==> src/rtl/bbc_bus_sequencer_pkg.sv <==
// Shared types and constants for the BBC bus sequencer.
package bbc_bus_sequencer_pkg;

    localparam int unsigned ADR_W              = 16;
    localparam int unsigned DATA_W             = 8;
    localparam int unsigned HOLD_W             = 3;
    localparam int unsigned DEF_SYNC_STAGES    = 2;
    localparam int unsigned DEF_HOLD_CYCLES    = 1;
    localparam int unsigned DEF_TIMEOUT_CYCLES = 255;

    typedef enum logic [2:0] {
        ST_IDLE,
        ST_ALIGN,
        ST_PHI1,
        ST_PHI2,
        ST_HOLD,
        ST_DONE
    } state_e;

    typedef struct packed {
        logic              rnw;
        logic [ADR_W-1:0]  adr;
        logic [DATA_W-1:0] wdata;
    } bbc_req_t;

endpackage

==> src/rtl/bbc_bus_sequencer_phi0_sync.sv <==
// Synchronises raw bbc_phi0 into hsclk and produces registered rise/fall pulses.
module bbc_phi0_sync #(
    parameter int unsigned SYNC_STAGES = 2
) (
    input  logic hsclk,
    input  logic resetb,
    input  logic bbc_phi0,
    output logic rise,
    output logic fall
);

    logic [SYNC_STAGES-1:0] sync_q;
    logic                   s_prev;
    logic                   s;

    assign s = sync_q[SYNC_STAGES-1];

    always_ff @(posedge hsclk or negedge resetb) begin
        if (!resetb) begin
            sync_q <= '0;
            s_prev <= 1'b0;
            rise   <= 1'b0;
            fall   <= 1'b0;
        end else begin
            sync_q <= {sync_q[SYNC_STAGES-2:0], bbc_phi0};
            s_prev <= s;
            fall   <= s_prev & ~s;
            rise   <= ~s_prev & s;
        end
    end

endmodule

==> src/rtl/bbc_bus_sequencer.sv <==
// Runs one phi0-aligned BBC bus cycle per CPU request from the hsclk domain.
module bbc_bus_sequencer
    import bbc_bus_sequencer_pkg::*;
#(
    parameter int unsigned SYNC_STAGES    = DEF_SYNC_STAGES,
    parameter int unsigned HOLD_CYCLES    = DEF_HOLD_CYCLES,
    parameter int unsigned TIMEOUT_CYCLES = DEF_TIMEOUT_CYCLES
) (
    input  logic              hsclk,
    input  logic              resetb,
    input  logic              bbc_phi0,
    input  logic              cpu_req,
    input  logic              cpu_rnw,
    input  logic [ADR_W-1:0]  cpu_adr,
    input  logic [DATA_W-1:0] cpu_wdata,
    output logic              cpu_ack,
    output logic              cpu_err,
    output logic [DATA_W-1:0] cpu_rdata,
    output logic              cpu_busy,
    output logic [ADR_W-1:0]  bbc_adr,
    output logic              bbc_rnw,
    output logic [DATA_W-1:0] bbc_wdata,
    output logic              bbc_data_oe,
    input  logic [DATA_W-1:0] bbc_rdata
);

    localparam int unsigned WD_W = $clog2(TIMEOUT_CYCLES + 1);

    state_e              state, state_d;
    bbc_req_t            req_q, req_d;
    logic [HOLD_W-1:0]   hold_cnt, hold_d;
    logic [WD_W-1:0]     wd_cnt, wd_d;
    logic                oe_d, ack_d, err_d, busy_d;
    logic [DATA_W-1:0]   rdata_d;
    logic                rise, fall;
    logic                tmo_c;
    logic                wd_active_c;

    bbc_phi0_sync #(
        .SYNC_STAGES(SYNC_STAGES)
    ) u_sync (
        .hsclk   (hsclk),
        .resetb  (resetb),
        .bbc_phi0(bbc_phi0),
        .rise    (rise),
        .fall    (fall)
    );

    assign bbc_adr   = req_q.adr;
    assign bbc_rnw   = req_q.rnw;
    assign bbc_wdata = req_q.wdata;

    // Next-state and next-output logic; a phi0 edge always beats the watchdog.
    always_comb begin
        state_d     = state;
        req_d       = req_q;
        hold_d      = hold_cnt;
        wd_d        = wd_cnt;
        oe_d        = bbc_data_oe;
        rdata_d     = cpu_rdata;
        ack_d       = 1'b0;
        err_d       = 1'b0;
        wd_active_c = (state == ST_ALIGN) || (state == ST_PHI1) || (state == ST_PHI2);
        tmo_c       = wd_active_c && (wd_cnt == WD_W'(TIMEOUT_CYCLES - 1)) && !(rise || fall);

        if (wd_active_c) begin
            wd_d = (rise || fall) ? '0 : wd_cnt + WD_W'(1);
        end

        case (state)
            ST_IDLE: begin
                if (cpu_req) begin
                    req_d   = '{rnw: cpu_rnw, adr: cpu_adr, wdata: cpu_wdata};
                    wd_d    = '0;
                    state_d = fall ? ST_PHI1 : ST_ALIGN;
                end
            end
            ST_ALIGN: begin
                if (fall)       state_d = ST_PHI1;
                else if (tmo_c) state_d = ST_DONE;
            end
            ST_PHI1: begin
                if (rise) begin
                    state_d = ST_PHI2;
                    oe_d    = ~req_q.rnw;
                end else if (tmo_c) begin
                    state_d = ST_DONE;
                end
            end
            ST_PHI2: begin
                if (req_q.rnw) rdata_d = bbc_rdata;
                if (fall) begin
                    if (HOLD_CYCLES == 0) begin
                        state_d = ST_DONE;
                    end else begin
                        state_d = ST_HOLD;
                        hold_d  = HOLD_W'(HOLD_CYCLES);
                    end
                end else if (tmo_c) begin
                    state_d = ST_DONE;
                    rdata_d = cpu_rdata;
                end
            end
            ST_HOLD: begin
                if (hold_cnt <= HOLD_W'(1)) state_d = ST_DONE;
                else                        hold_d  = hold_cnt - HOLD_W'(1);
            end
            ST_DONE: state_d = ST_IDLE;
            default: state_d = ST_IDLE;
        endcase

        if ((state_d == ST_DONE) && (state != ST_DONE)) begin
            ack_d = 1'b1;
            err_d = tmo_c;
            oe_d  = 1'b0;
        end
        busy_d = (state_d != ST_IDLE);
    end

    always_ff @(posedge hsclk or negedge resetb) begin
        if (!resetb) begin
            state       <= ST_IDLE;
            req_q       <= '{rnw: 1'b1, adr: '0, wdata: '0};
            hold_cnt    <= '0;
            wd_cnt      <= '0;
            bbc_data_oe <= 1'b0;
            cpu_ack     <= 1'b0;
            cpu_err     <= 1'b0;
            cpu_rdata   <= '0;
            cpu_busy    <= 1'b0;
        end else begin
            state       <= state_d;
            req_q       <= req_d;
            hold_cnt    <= hold_d;
            wd_cnt      <= wd_d;
            bbc_data_oe <= oe_d;
            cpu_ack     <= ack_d;
            cpu_err     <= err_d;
            cpu_rdata   <= rdata_d;
            cpu_busy    <= busy_d;
        end
    end

endmodule

==> config.mk <==
export PLATFORM = sky130hd
export DESIGN_NAME = bbc_bus_sequencer
export DESIGN_NICKNAME = d
export VERILOG_FILES = /design/src/rtl/bbc_bus_sequencer_pkg.sv /design/src/rtl/bbc_bus_sequencer_phi0_sync.sv /design/src/rtl/bbc_bus_sequencer.sv
export SDC_FILE = /design/constraint.sdc
export NUM_CORES = 1
export LEC_CHECK = 0
export CAP_MARGIN = 10
export CORE_MARGIN = 2
export CORE_UTILIZATION = 40
export DETAILED_ROUTE_END_ITERATION = 12
export MAX_ROUTING_LAYER = met4
export PLACE_DENSITY = 0.7
export SETUP_SLACK_MARGIN = 0.15
export SLEW_MARGIN = 10
export SYNTH_ARGS = -nofsm -noshare
export SYNTH_HDL_FRONTEND = slang
export SYNTH_HIERARCHICAL = 1
export SYNTH_SLANG_ARGS = --single-unit
==> constraint.sdc <==
create_clock -name hsclk -period 2.4 [get_ports hsclk]
set_input_delay 0.36 -clock hsclk [delete_from_list [all_inputs] [get_ports hsclk]]
set_output_delay 0.36 -clock hsclk [all_outputs]
set_load 0.02 [all_outputs]
=== Word level (Yosys, flattened, before mapping) ===
Cells that the tools add are included.
W data, S select, Z words.

* Add/sub/neg operators: 2
* Order comparisons: 1
* Equal/unequal tests: 10
* Mux-type cells: 23
* Bitwise gates (word level): 5
* Reductions and logical operators: 16

{| class="wikitable"
|+ Operators with widths
! operator !! number
|-
| $mux W8 || 7
|-
| $mux W3 || 8
|-
| $pmux W3 S5 || 1
|-
| $add A8 B1 Y8 const B || 1
|-
| $eq A8 B8 Y1 const B || 1
|-
| $eq A3 B2 Y1 const B || 2
|-
| $eq A3 B3 Y1 const B || 2
|-
| $pmux W3 S2 || 1
|-
| $reduce_and A2 Y1 || 3
|-
| $reduce_bool A2 Y1 || 3
|-
| $mux W1 || 5
|-
| $ne A2 B1 Y1 const B || 2
|-
| $eq A3 B1 Y1 const B || 1
|-
| $le A3 B1 Y1 const B || 1
|-
| $logic_and A1 B1 Y1 || 3
|-
| $logic_not A3 Y1 || 1
|-
| $logic_or A1 B1 Y1 || 3
|-
| $ne A3 B3 Y1 const B || 1
|-
| $not A1 Y1 || 3
|-
| $reduce_and A3 Y1 || 1
|-
| $reduce_bool A3 Y1 || 1
|-
| $sub A3 B1 Y3 const B || 1
|-
| $and A1 B1 Y1 || 2
|-
| $mux W2 || 1
|-
| 2 further kinds || 2
|}

* Bits in registers: 56
* Bits of input ports: 37
* Output and inout bits: 37
* Word-level logic and storage cells: 72

=== Longest topological paths before layout ===
* Depth in word-level cells: 12
* Mapped depth: 7
* Mapped depth without buffers: 6

=== Cells and area by module ===
The synthesis kept the hierarchy.

{| class="wikitable"
|+ Modules (own cells, without submodules)
! module !! times used !! cells each !! area an instance (µm²) !! seq. area each (µm²)
|-
| bbc_bus_sequencer || 1 || 171 || 2288.4 || 1277.5
|-
| bbc_phi0_sync || 1 || 7 || 140.1 || 125.1
|}

=== Worst setup path after synthesis ===
Ideal clock, no wire load.

* Path kind: flip-flop to flip-flop
* From: register wd_cnt[0]
* To: register cpu_rdata[0]
* Setup time: 125 ps
* Data arrival time: 1585 ps
* Data required time: 2275 ps
* Slack: 690 ps
* Cell stages (with the launch flop): 8
* Path buffers: 1
* Period minus slack after synthesis: 1710 ps
* Cell sequence: dfrtp_1 > inv_1 > ha_1 > and4bb_2 > nand4_4 > and4_4 > buf_6 > mux2_4

* Longest elaborated chain between the ends: 5

{| class="wikitable"
|+ Ends and longest elaborated chain
! item !! RTL line !! text
|-
| start, declared || bbc_bus_sequencer.sv:32 || <nowiki>logic [WD_W-1:0] wd_cnt, wd_d;</nowiki>
|-
| start signal, assigned || bbc_bus_sequencer.sv:135 || <nowiki>wd_cnt <= wd_d;</nowiki>
|-
| $eq A8 B8 Y1 || bbc_bus_sequencer.sv:64 || <nowiki>tmo_c = wd_active_c && (wd_cnt == WD_W'(TIMEOUT_CYCLES - 1)) && !(rise || fall);</nowiki>
|-
| $logic_and A1 B1 Y1 (2 in a row) || bbc_bus_sequencer.sv:64 ||
|-
| $ne A2 B1 Y1 (no source line) || n/a ||
|-
| $reduce_and A2 Y1 (no source line) || n/a ||
|-
| end signal, assigned || bbc_bus_sequencer.sv:139 || <nowiki>cpu_rdata <= rdata_d;</nowiki>
|-
| end, declared || bbc_bus_sequencer.sv:18 || <nowiki>output logic [DATA_W-1:0] cpu_rdata,</nowiki>
|}

No other way between the ends.
A chain may end at the register's enable or synchronous reset.

=== Final worst setup path ===
* From: register req_q (netlist bit bbc_rnw)
* To: output port bbc_rnw

{| class="wikitable"
|+ RTL lines
! item !! RTL line !! text
|-
| start, declared || bbc_bus_sequencer.sv:30 || <nowiki>bbc_req_t req_q, req_d;</nowiki>
|-
| start signal, assigned || bbc_bus_sequencer.sv:123 || <nowiki>req_q <= '{rnw: 1'b1, adr: '0, wdata: '0};</nowiki>
|-
| start signal, assigned || bbc_bus_sequencer.sv:133 || <nowiki>req_q <= req_d;</nowiki>
|-
| end, declared || bbc_bus_sequencer.sv:21 || <nowiki>output logic bbc_rnw,</nowiki>
|}

No word-level cell between the ends.

==> impl_metrics.csv <==
group,metric,value,unit
status,status,"finished, final reports clean",
timing,worst_pin_slew,0.5131,ns
synth,netlist.area_leader.share,0.5667,
worst_setup_path,end_kind,"output port",
route,drtIter0Drc,52,
cts,clk_latency,0.30,ns
timing,hold_violations,0,
pwr,irDropWorstVdd,535.0,uV
worst_setup_path,critPathBufInv,1,
global_route,grt_antenna_before_repair,0,
die,fp.dieArea,0.006711,mm^2
cts,clock_path_buffers,2,
cts,cts_resized,0,
hold_path,hold_class,"reg -> reg",
final_layout,antenna_cells,0,
timing,finalCritPeriodShare,0.7778,
route,detail-route-antenna-nets,0,
synth,ys.flop_type,"dfrtp_1",
worst_setup_path,slowest_delay,0.62,ns
cts,cts.sinks,56,
timing,rsz0062_at_grt,"false",
final_layout,drive_above_1_share,0.2287,
cts,clkTransAtPathRegs,0.10,ns
synth,syn_avg_cell_area,13.64,um^2
synth,syn-cell-area,0.002429,mm^2
pwr,p_per_area,1248,mW/mm^2
timing,setup_violations,0,
worst_setup_path,arrival,1.51,ns
die,initial_utilization,0.4126,
global_route,overflow,0,
pwr,finalPower,0.004177,W
synth,ys_warn_count,6,
synth,async_flop_share,1.000,
route,drtPass1Iterations,4,
placed_design,place.gp.congestion,0.8313,
global_route,grt_pass1_vias,1741,
synth,synth_seq_cells,56,
timing,holdWs,0.3615,ns
die,core_area,0.005886,mm^2
cts,cts_setup_buffers,0,
placed_design,dpl.hpwl,3.597,mm
synth,synth_common_cells,"dfrtp_1, mux2_2, nor2_1",
die,ios,74,
worst_setup_path,required,2.04,ns
final_layout,synthToLayoutAreaGrowth,37.87,%
timing,skew,0.004866,ns
cts,htree_levels,2,
synth,syn_inst,178,
route,wl_per_cell,14.47,um
final_layout,nets,298,
timing,fin_tns_setup,0,ns
synth,yosysMostFrequentCell,"dfrtp_1",
cts,tritoncts,"built",
timing,relSlewSlack,0.6543,
pwr,leakage,1.436,nW
synth,yosysUniqueCellTypes,42,
die,rows,28,
global_route,grt_pass1_wl,7.969,mm
die,die_w,81.92,um
route,num_vias,1651,
global_route,grt_max_degree,22,
cts,cts-root-buf,"clkbuf_8",
placed_design,place_inst,324,
worst_setup_path,path_delay_family,"buffers and inverters",
timing,slew_violations,0,
flow_run,cap_violations,0,
final_layout,fillCellCount,505,
global_route,grt.total_usage,0.1598,
timing,period_needed,1.867,ns
final_layout,finalNonFillerCells,333,
synth,synth_seq_area_share,0.5775,
worst_setup_path,worstSetupPathType,"reg -> out",
timing,fmax,0.5357,GHz
worst_setup_path,crit_chain,"clkdlybuf4s50_1",
synth,syn-num-nets,219,
cts,numCtsBuffers,5,
worst_setup_path,cpMaxStageDelayCell,"clkdlybuf4s50_1",
synth,synth_edf_count,0,
synth,synthTopCellsByArea,"dfrtp_1, mux2_2, mux2_4",
worst_setup_path,critPathLaunchType,"register",
placed_design,portBuffers,73,
worst_setup_path,path_max_fanout,4,
route,drc,0,
route,wl,4.819,mm
die,fp.dieH,81.92,um
synth,synth_largest_area_cell,"dfrtp_1",
route,via_per_inst,4.958,
-- where the power goes --
| part | internal (W) | total (W) | switching, W |
|---|---|---|---|
| Combinational | 0.00110 | 0.00199 | 0.000887 |
| Clock | 0.000310 | 0.000606 | 0.000295 |
| Sequential | 0.00132 | 0.00158 | 0.000265 |
-- metal layers --
metal	global-route usage	up-vias	wire length [um]
met2	0.2715	44	2502
met5	-	-	0
li1	-	781	-
met4	0.05333	0	69
met3	0.03407	5	188
met1	0.1886	821	2059
-- final timing paths --
path	start	to	slack, ns	cells past startpoint
min in group asynchronous	resetb	u_sync/s_prev	0.50	2
worst max-delay path	bbc_rnw	bbc_rnw	0.53	1
worst min-delay path	u_sync/sync_q[0]	u_sync/sync_q[1]	0.36	0
max in group asynchronous	resetb	bbc_rnw	1.26	3
worst min register to register	u_sync/sync_q[0]	u_sync/sync_q[1]	0.36	0
worst max register to register	wd_cnt[0]	cpu_busy	0.55	6
-- cell families after synthesis --
| group | share of synthesized area |
|---|---|
| and+or+nand+nor | 0.1242 |
| buffers and inverters | 0.03813 |
| adders and majority gates | 0.02061 |
| xor gates and xnor gates | 0.02525 |
| AOI/OAI and AO/OA | 0.04482 |
| DFF | 0.5775 |
| muxes | 0.1695 |
-- worst reg2reg max path, stage by stage, from the launching register on --
cell and delay, ns:
dfrtp_1 0.43, inv_1 0.07, ha_1 0.14, and4bb_2 0.27, nand4_4 0.15, a32o_1 0.29, or3b_1 0.38
-- flip-flops by register name (all words and copies together) (netlist names) --
register,count
cpu_ack,1
state,3
cpu_busy,1
u_sync/sync_q,2
u_sync/rise,1
u_sync/s_prev,1
u_sync/fall,1
hold_cnt,3
cpu_rdata,8
wd_cnt,8
bbc_rnw,1
bbc_wdata,8
bbc_data_oe,1
cpu_err,1
bbc_adr,16
-- area by class of cell --
class	instances	area [um^2]	area share
Clock buffer	6	72.57	0.02167
Clock inverter	2	35.03	0.01046
Inverter	8	30.03	0.008969
Multi-Input combinational cell	106	933.4	0.2788
Sequential cell	56	1403	0.4189
Tap cell	75	93.84	0.02803
Timing Repair Buffer	80	780.7	0.2332
-- repair_timing --
| item | in CTS | in global routing |
|---|---|---|
| endpoints found under the setup margin | 0 | 0 |
| hold buffers | 1 | 0 |
| endpoints found under the hold margin | 15 | 0 |
-- cell usage in the layout, fill, tap and decap left out, types with 2 or more instances in the layout --
master / n
and2_1: 2
and2b_2: 2
and3_1: 2
and4_2: 2
buf_4: 6
clkbuf_8: 5
clkdlybuf4s50_1: 72
dfrtp_1: 55
ha_1: 4
inv_1: 8
mux2_2: 25
mux2_4: 8
nand2_1: 4
nand3_1: 6
nand4_1: 6
nor2_1: 10
nor2b_1: 2
nor3_1: 3
o21ai_0: 3
xor2_1: 6
-- per-stage QoR --
| stage | setup slack, ns | utilization | instance area (um^2) |
|---|---|---|---|
| after global placement | 0.5783 | 0.5489 | 3231 |
| after global routing | 0.4869 | 0.5689 | 3348 |
| after detailed placement | 0.5598 | 0.5489 | 3231 |
| after CTS | 0.5097 | 0.5689 | 3348 |
| after floorplan | 0.6901 | - | 2429 |
| final | 0.5333 | 0.5689 | 3348 |
No activity file was read; power rests on OpenSTA's default activity.
